[src/rtl/falafel_req_arbiter.sv]
// Round-robin arbiter that serialises NUM_REQ tagged request streams onto a
// single allocator core, one outstanding transaction at a time.
module falafel_req_arbiter #(
  parameter  int NUM_REQ     = 2,
  parameter  int MSG_ID_SIZE = 4,
  parameter  int DATA_W      = 16,
  localparam int IDX_W       = $clog2(NUM_REQ),
  localparam int ENTRY_W     = MSG_ID_SIZE + DATA_W
) (
  input  logic                            clk_i,
  input  logic                            rst_ni,
  input  logic [NUM_REQ-1:0]              req_val_i,
  output logic [NUM_REQ-1:0]              req_rdy_o,
  input  logic [NUM_REQ-1:0][ENTRY_W-1:0] req_data_i,
  output logic                            alloc_req_val_o,
  input  logic                            alloc_req_rdy_i,
  output logic [ENTRY_W-1:0]              alloc_req_data_o,
  input  logic                            alloc_rsp_val_i,
  output logic                            alloc_rsp_rdy_o,
  input  logic [DATA_W-1:0]               alloc_rsp_data_i,
  output logic [NUM_REQ-1:0]              rsp_val_o,
  input  logic [NUM_REQ-1:0]              rsp_rdy_i,
  output logic [DATA_W-1:0]               rsp_data_o
);

  typedef enum logic [1:0] {IDLE, ISSUE, WAIT_RSP, DELIVER} state_t;

  state_t               state;
  logic [IDX_W-1:0]     rr_ptr;
  logic [IDX_W-1:0]     owner;
  logic [ENTRY_W-1:0]   entry_q;
  logic [DATA_W-1:0]    rsp_data_q;
  logic                 alloc_req_val_q;
  logic                 alloc_rsp_rdy_q;
  logic [NUM_REQ-1:0]   rsp_val_q;

  logic                 found;
  logic [IDX_W-1:0]     winner;
  logic [IDX_W-1:0]     cand;
  logic [IDX_W:0]       sum;
  logic [IDX_W-1:0]     next_ptr;

  // Scan upward from rr_ptr with wraparound; the first valid requester wins.
  always_comb begin
    found  = 1'b0;
    winner = '0;
    sum    = '0;
    cand   = '0;
    for (int k = 0; k < NUM_REQ; k++) begin
      sum = {1'b0, rr_ptr} + (IDX_W+1)'(k);
      if (sum >= (IDX_W+1)'(NUM_REQ)) sum = sum - (IDX_W+1)'(NUM_REQ);
      cand = sum[IDX_W-1:0];
      if (!found && req_val_i[cand]) begin
        found  = 1'b1;
        winner = cand;
      end
    end
  end

  assign next_ptr = (winner == IDX_W'(NUM_REQ-1)) ? '0 : winner + 1'b1;

  // Held low while reset is asserted so no grant is advertised mid-reset.
  always_comb begin
    req_rdy_o = '0;
    if (state == IDLE && rst_ni && found) req_rdy_o[winner] = 1'b1;
  end

  always_ff @(posedge clk_i) begin
    if (!rst_ni) begin
      state           <= IDLE;
      rr_ptr          <= '0;
      owner           <= '0;
      entry_q         <= '0;
      rsp_data_q      <= '0;
      alloc_req_val_q <= 1'b0;
      alloc_rsp_rdy_q <= 1'b0;
      rsp_val_q       <= '0;
    end else begin
      case (state)
        IDLE: if (found) begin
          entry_q         <= req_data_i[winner];
          owner           <= winner;
          rr_ptr          <= next_ptr;
          alloc_req_val_q <= 1'b1;
          state           <= ISSUE;
        end
        ISSUE: if (alloc_req_rdy_i) begin
          alloc_req_val_q <= 1'b0;
          alloc_rsp_rdy_q <= 1'b1;
          state           <= WAIT_RSP;
        end
        WAIT_RSP: if (alloc_rsp_val_i) begin
          rsp_data_q      <= alloc_rsp_data_i;
          alloc_rsp_rdy_q <= 1'b0;
          rsp_val_q       <= NUM_REQ'(1) << owner;
          state           <= DELIVER;
        end
        DELIVER: if (rsp_rdy_i[owner]) begin
          rsp_val_q <= '0;
          state     <= IDLE;
        end
        default: state <= IDLE;
      endcase
    end
  end

  assign alloc_req_val_o  = alloc_req_val_q;
  assign alloc_req_data_o = entry_q;
  assign alloc_rsp_rdy_o  = alloc_rsp_rdy_q;
  assign rsp_val_o        = rsp_val_q;
  assign rsp_data_o       = rsp_data_q;

endmodule

[config.mk]
export PLATFORM = sky130hd
export DESIGN_NAME = falafel_req_arbiter
export DESIGN_NICKNAME = d
export VERILOG_FILES = /design/src/rtl/falafel_req_arbiter.sv
export SDC_FILE = /design/constraint.sdc
export NUM_CORES = 1
export LEC_CHECK = 0
export ABC_AREA = 1
export BUFFER_PORTS_ARGS = -buffer_cell sky130_fd_sc_hd__buf_2
export CELL_PAD_IN_SITES_DETAIL_PLACEMENT = 0
export CELL_PAD_IN_SITES_GLOBAL_PLACEMENT = 1
export CORE_ASPECT_RATIO = 0.6
export CORE_MARGIN = 5
export CORE_UTILIZATION = 30
export CTS_CLUSTER_DIAMETER = 150
export DETAILED_ROUTE_END_ITERATION = 8
export PLACE_DENSITY_LB_ADDON = 0.1
export RECOVER_POWER = 25
export SYNTH_ARGS = -nofsm -noshare
export SYNTH_HDL_FRONTEND = slang
export SYNTH_SLANG_ARGS = --single-unit
export TNS_END_PERCENT = 50
[constraint.sdc]
create_clock -name clk_i -period 1.8 [get_ports clk_i]
set_input_delay 0.27 -clock clk_i [delete_from_list [all_inputs] [get_ports clk_i]]
set_output_delay 0.27 -clock clk_i [all_outputs]
set_load 0.005 [all_outputs]
Word level (Yosys, flattened, before mapping)
Cells that the tools add are included.

storage, ports and cells
  input bits = 64
  word-level logic and storage cells = 73
  bits in registers = 44
  output and inout bits = 42

operators by class
  shift-type cells = 1
  $lt $le $gt $ge = 7
  reductions and logical operators = 15
  add/subtract/negate cells = 4
  eq/ne operators = 7
  multiplexer cells = 31

operators by type and width
  operator                                              count
  2-to-1 mux 20 bit                                     2
  2-to-1 mux 1 bit                                      18
  2-to-1 mux 2 bit                                      6
  AND reduction 3 bit                                   3
  < comparator 1 x 2 -> 1 bit (second input constant)   4
  != test 2 bit (second input constant)                 4
  case mux 2 bit (4 select lines)                       1
  nonzero test 2 bit                                    3
  == test 2 bit (second input constant)                 2
  logical AND 1 bit                                     4
  case mux 1 bit (2 select lines)                       2
  case mux 2 bit (2 select lines)                       1
  AND reduction 2 bit                                   2
  AND reduction 4 bit                                   1
  adder 1 x 1 -> 2 bit (second input constant)          1
  == test 2 x 1 -> 1 bit (second input constant)        1
  >= comparator 1 x 2 -> 1 bit (second input constant)  1
  >= comparator 2 bit (second input constant)           1
  zero test 2 bit                                       1
  left shift 1 x 1 -> 2 bit (first input constant)      1
  subtractor 1 bit (second input constant)              2
  adder 1 bit (second input constant)                   1
  demux 1 bit (select 1 bit)                            1
  >= comparator 1 bit (second input constant)           1
  zero test 1 bit                                       1

Depth between registers and ports, before layout
  depth in word-level cells = 13
  gate-level depth with buffers = 8
  mapped depth without buffers = 8

Worst setup path before layout
OpenSTA, ideal clock, no wires.

  path type = register -> output
  start = register state[0]
  end = output req_rdy_o[0]
  buffers on the path = 1
  path slack = 0.495 ns
  required time = 1.530 ns
  data arrival time = 1.035 ns
  cell stages (with the launch flop) = 6
  cells stage by stage = dfxtp_1 inv_1 ha_1 nand2_4 buf_6 nor3_1

between the ends
  longest elaborated chain between the ends = 4

RTL lines
  element                         line  source
  start, declared                 28    state_t state;
  start signal, assigned          70    state <= IDLE;
  start signal, assigned          85    state <= ISSUE;
  start signal, assigned          90    state <= WAIT_RSP;
  zero test 2 bit                 65    if (state == IDLE && rst_ni && found) req_rdy_o[winner] = 1'b1;
  logical AND 1 bit (2 in a row)  65
  2-to-1 mux 2 bit                65
  end, declared                   13    output logic [NUM_REQ-1:0] req_rdy_o,

Every way passes these cells.

Worst setup path in the final report
Ends and elaborated chain as after synthesis.

==> impl_metrics.yaml <==
grt:
  grt_overflow: 0
  antenna_found_initial: 0
  grt_max_degree: 27
  grt_use_total_pct: 13.3
  grt_first_pass_wirelength_um: 9630
  grt_pass1_vias: 2100
sta:
  setup_viol: 0
  finalHoldViolCount: 0
  tightest_slew_ps: 831
  relSlewSlack_pct: 44.6
  finalSetupTns_ps: 0
  clock_skew_ps: 2.65
  fin_ws_ps: 144
  period_needed_ps: 1660
  final_max_slew_viol_count: 0
  rsz0062_at_grt: "false"
  fmax_mhz: 604
  min_period_over_period_pct: 92.0
clock_network:
  cts-root-buf: "clkbuf_16"
  cts_tree: "done"
  cts_buffers: 5
  clk_path_buf_depth: 2
  clk_pin_slew_ps: 60
  clock-sinks: 44
  clk_latency_ps: 280
  cts_max_level: 2
  postCtsHoldBufs: 0
routing:
  wl_per_cell_um: 11.5
  route.detailed.drc: 0
  dr.first_iter.drc_count: 111
  wl_met2_um: 2400
  drtAntennaViolNets: 0
  top_layer: "met4"
  dr.pass1.iters: 4
  m1WireLength_um: 3010
  viasPerCell: 4.20
  met3WireLength_um: 442
  dr_total_vias: 2158
  wirelength_um: 5910
run_status:
  outcome: "complete, no violations"
finish:
  layout_commonest_cell: "buf_2"
  final_nets: 495
  antenna_cells: 0
  mostFrequentLayoutCells: "87 x buf_2, 77 x nand2_1, 53 x inv_1"
  regArea_um2: 881
  multi_input_area_um2: 953
  syn2layout_area_growth_pct: 38.1
  drive_above_1_share_pct: 26.9
  fillers: 746
  fin_cells: 514
logic_synthesis:
  synthArstFlopShare_pct: 0
  synth_edf_count: 0
  synth_area_per_cell_um2: 6.77
  yosys_warnings: 0
  synthFlopType: "dfxtp_1"
  netlist_instances: 317
  yosysSeqAreaShare_pct: 41.0
  ys_seq_elements: 44
  syn_area_um2: 2150
  synth_fp_nets: 386
  ys_types: 24
placed_design:
  place_inst: 501
  dp_hpwl_um: 4570
  dpl_worst_slack_ps: 247
  portBuffers: 105
  gp_congestion: 0.771
worst_setup_path:
  crit_buf_inv: 2
  path_max_fanout: 12
  critPathCaptureType: "primary output"
  critPathArrivalTime_ps: 1390
  critical_path_class: "flip-flop to primary output"
  critical_path.max_stage_delay_ps: 340
  cp_data_required_time_ps: 1530
  cp-start-kind: "flip-flop"
  slowest_stage: "dfxtp_1"
  crit_chain: "inv_1 > ha_1 > nand2_4 > nor3_2 > buf_2"
  crit_family: "flip-flops"
die:
  pin_count: 106
  rows: 23
  die_h_um: 75.5
  dieArea_um2: 9000
  fp.coreArea_um2: 6820
  die_w_um: 119
  start_util_pct: 31.5
pwr:
  pwr_density_cell_nw_per_um2: 1460
  peakVddDrop_mv: 0.608
  p_leak_nw: 1.63
flow_run:
  max_cap_violations: 0
hold_path:
  min_path_type: "primary input to flip-flop"
-- cells in the mapped netlist (2+ instances only) --
| cell | n | share of area [%] |
|---|---|---|
| o21ai_0 | 18 | 4.2 |
| o21ai_1 | 20 | 4.7 |
| buf_4 | 2 | 0.70 |
| nand2_1 | 77 | 13 |
| inv_2 | 2 | 0.35 |
| clkbuf_1 | 3 | 0.52 |
| inv_1 | 53 | 9.3 |
| nand3_1 | 6 | 1.4 |
| dfxtp_1 | 44 | 41 |
| a21oi_1 | 24 | 5.6 |
| a21oi_2 | 2 | 0.82 |
| nand2_4 | 2 | 1.0 |
| nor2_1 | 44 | 7.7 |
| buf_6 | 6 | 3.1 |
| ha_1 | 5 | 2.9 |
-- area by class of cell --
type / instances / area share [%]
clock inverters: 3 / 3.04
clock buffers: 5 / 4.22
inverters: 55 / 6.97
repair buffers: 116 / 20.2
multi-input cells: 204 / 32.2
flip-flops and latches: 44 / 29.7
well taps: 87 / 3.67
-- final timing paths --
| kind | start | cells after the start | endpoint | slack (ps) |
|---|---|---|---|---|
| max | state[0]$_SDFFE_PN0P_ | 5 | req_rdy_o[0] | 140 |
| max reg2reg | state[0]$_SDFFE_PN0P_ | 8 | alloc_req_data_o[1]$_SDFFE_PN0P_ | 290 |
| min | alloc_rsp_data_i[7] | 3 | rsp_data_o[7]$_SDFFE_PN0P_ | 230 |
| min reg2reg | rsp_val_o[0]$_SDFFE_PN0P_ | 2 | rsp_val_o[0]$_SDFFE_PN0P_ | 470 |
-- stage by stage --
stage          area (um2)  hold WS, ps  utilization, %  total power, mW
3_5_place_dp         2730          465            40.0             3.01
6_report             2960          231            43.4             4.32
3_3_place_gp         2730          459            40.0             3.01
2_1_floorplan        2150          393               -             2.48
5_1_grt              2960          232            43.4             4.67
4_1_cts              2940          226            43.1             4.34
-- metal layers --
layer	up-vias	track usage [%]
met5	-	0
met4	0	3.85
met2	53	20.3
li1	1185	-
met1	915	18.3
met3	5	4.38
-- worst register-to-register path, delay by kind of cell (launching register included) --
family,cells,cell delay (ps)
flops,1,380
simple gates,1,150
fa+ha+maj,1,240
buf+inv,4,460
compound gates,2,160
-- flip-flops by register name, summed over array words and instances, names as in the netlist --
signal and cells:
rr_ptr 1, rsp_val_o 2, alloc_rsp_rdy_o 1, owner 1, state 2, alloc_req_val_o 1, rsp_data_o 16, alloc_req_data_o 20
-- report_power, final --
group | switching (mW) | internal, mW
registers | 0.172 | 1.30
logic | 0.861 | 0.682
clock network | 0.376 | 0.935
total | 1.41 | 2.91
-- logic make-up (layout without fill, tap and decap cells) --
| family | Yosys count | in the layout | share of synthesized area [%] |
|---|---|---|---|
| simple gates | 131 | 131 | 24.1 |
| buf+inv | 69 | 179 | 14.8 |
| compound gates | 68 | 68 | 17.1 |
| flops | 44 | 44 | 41.0 |
| fa+ha+maj | 5 | 5 | 2.92 |
-- what timing repair did --
action / 4_1_cts / 5_1_grt
endpoints found under the setup margin: 0 / 1
resized for setup: 0 / 1
setup buffers: 0 / 5
(Power assumes the default switching activity.)
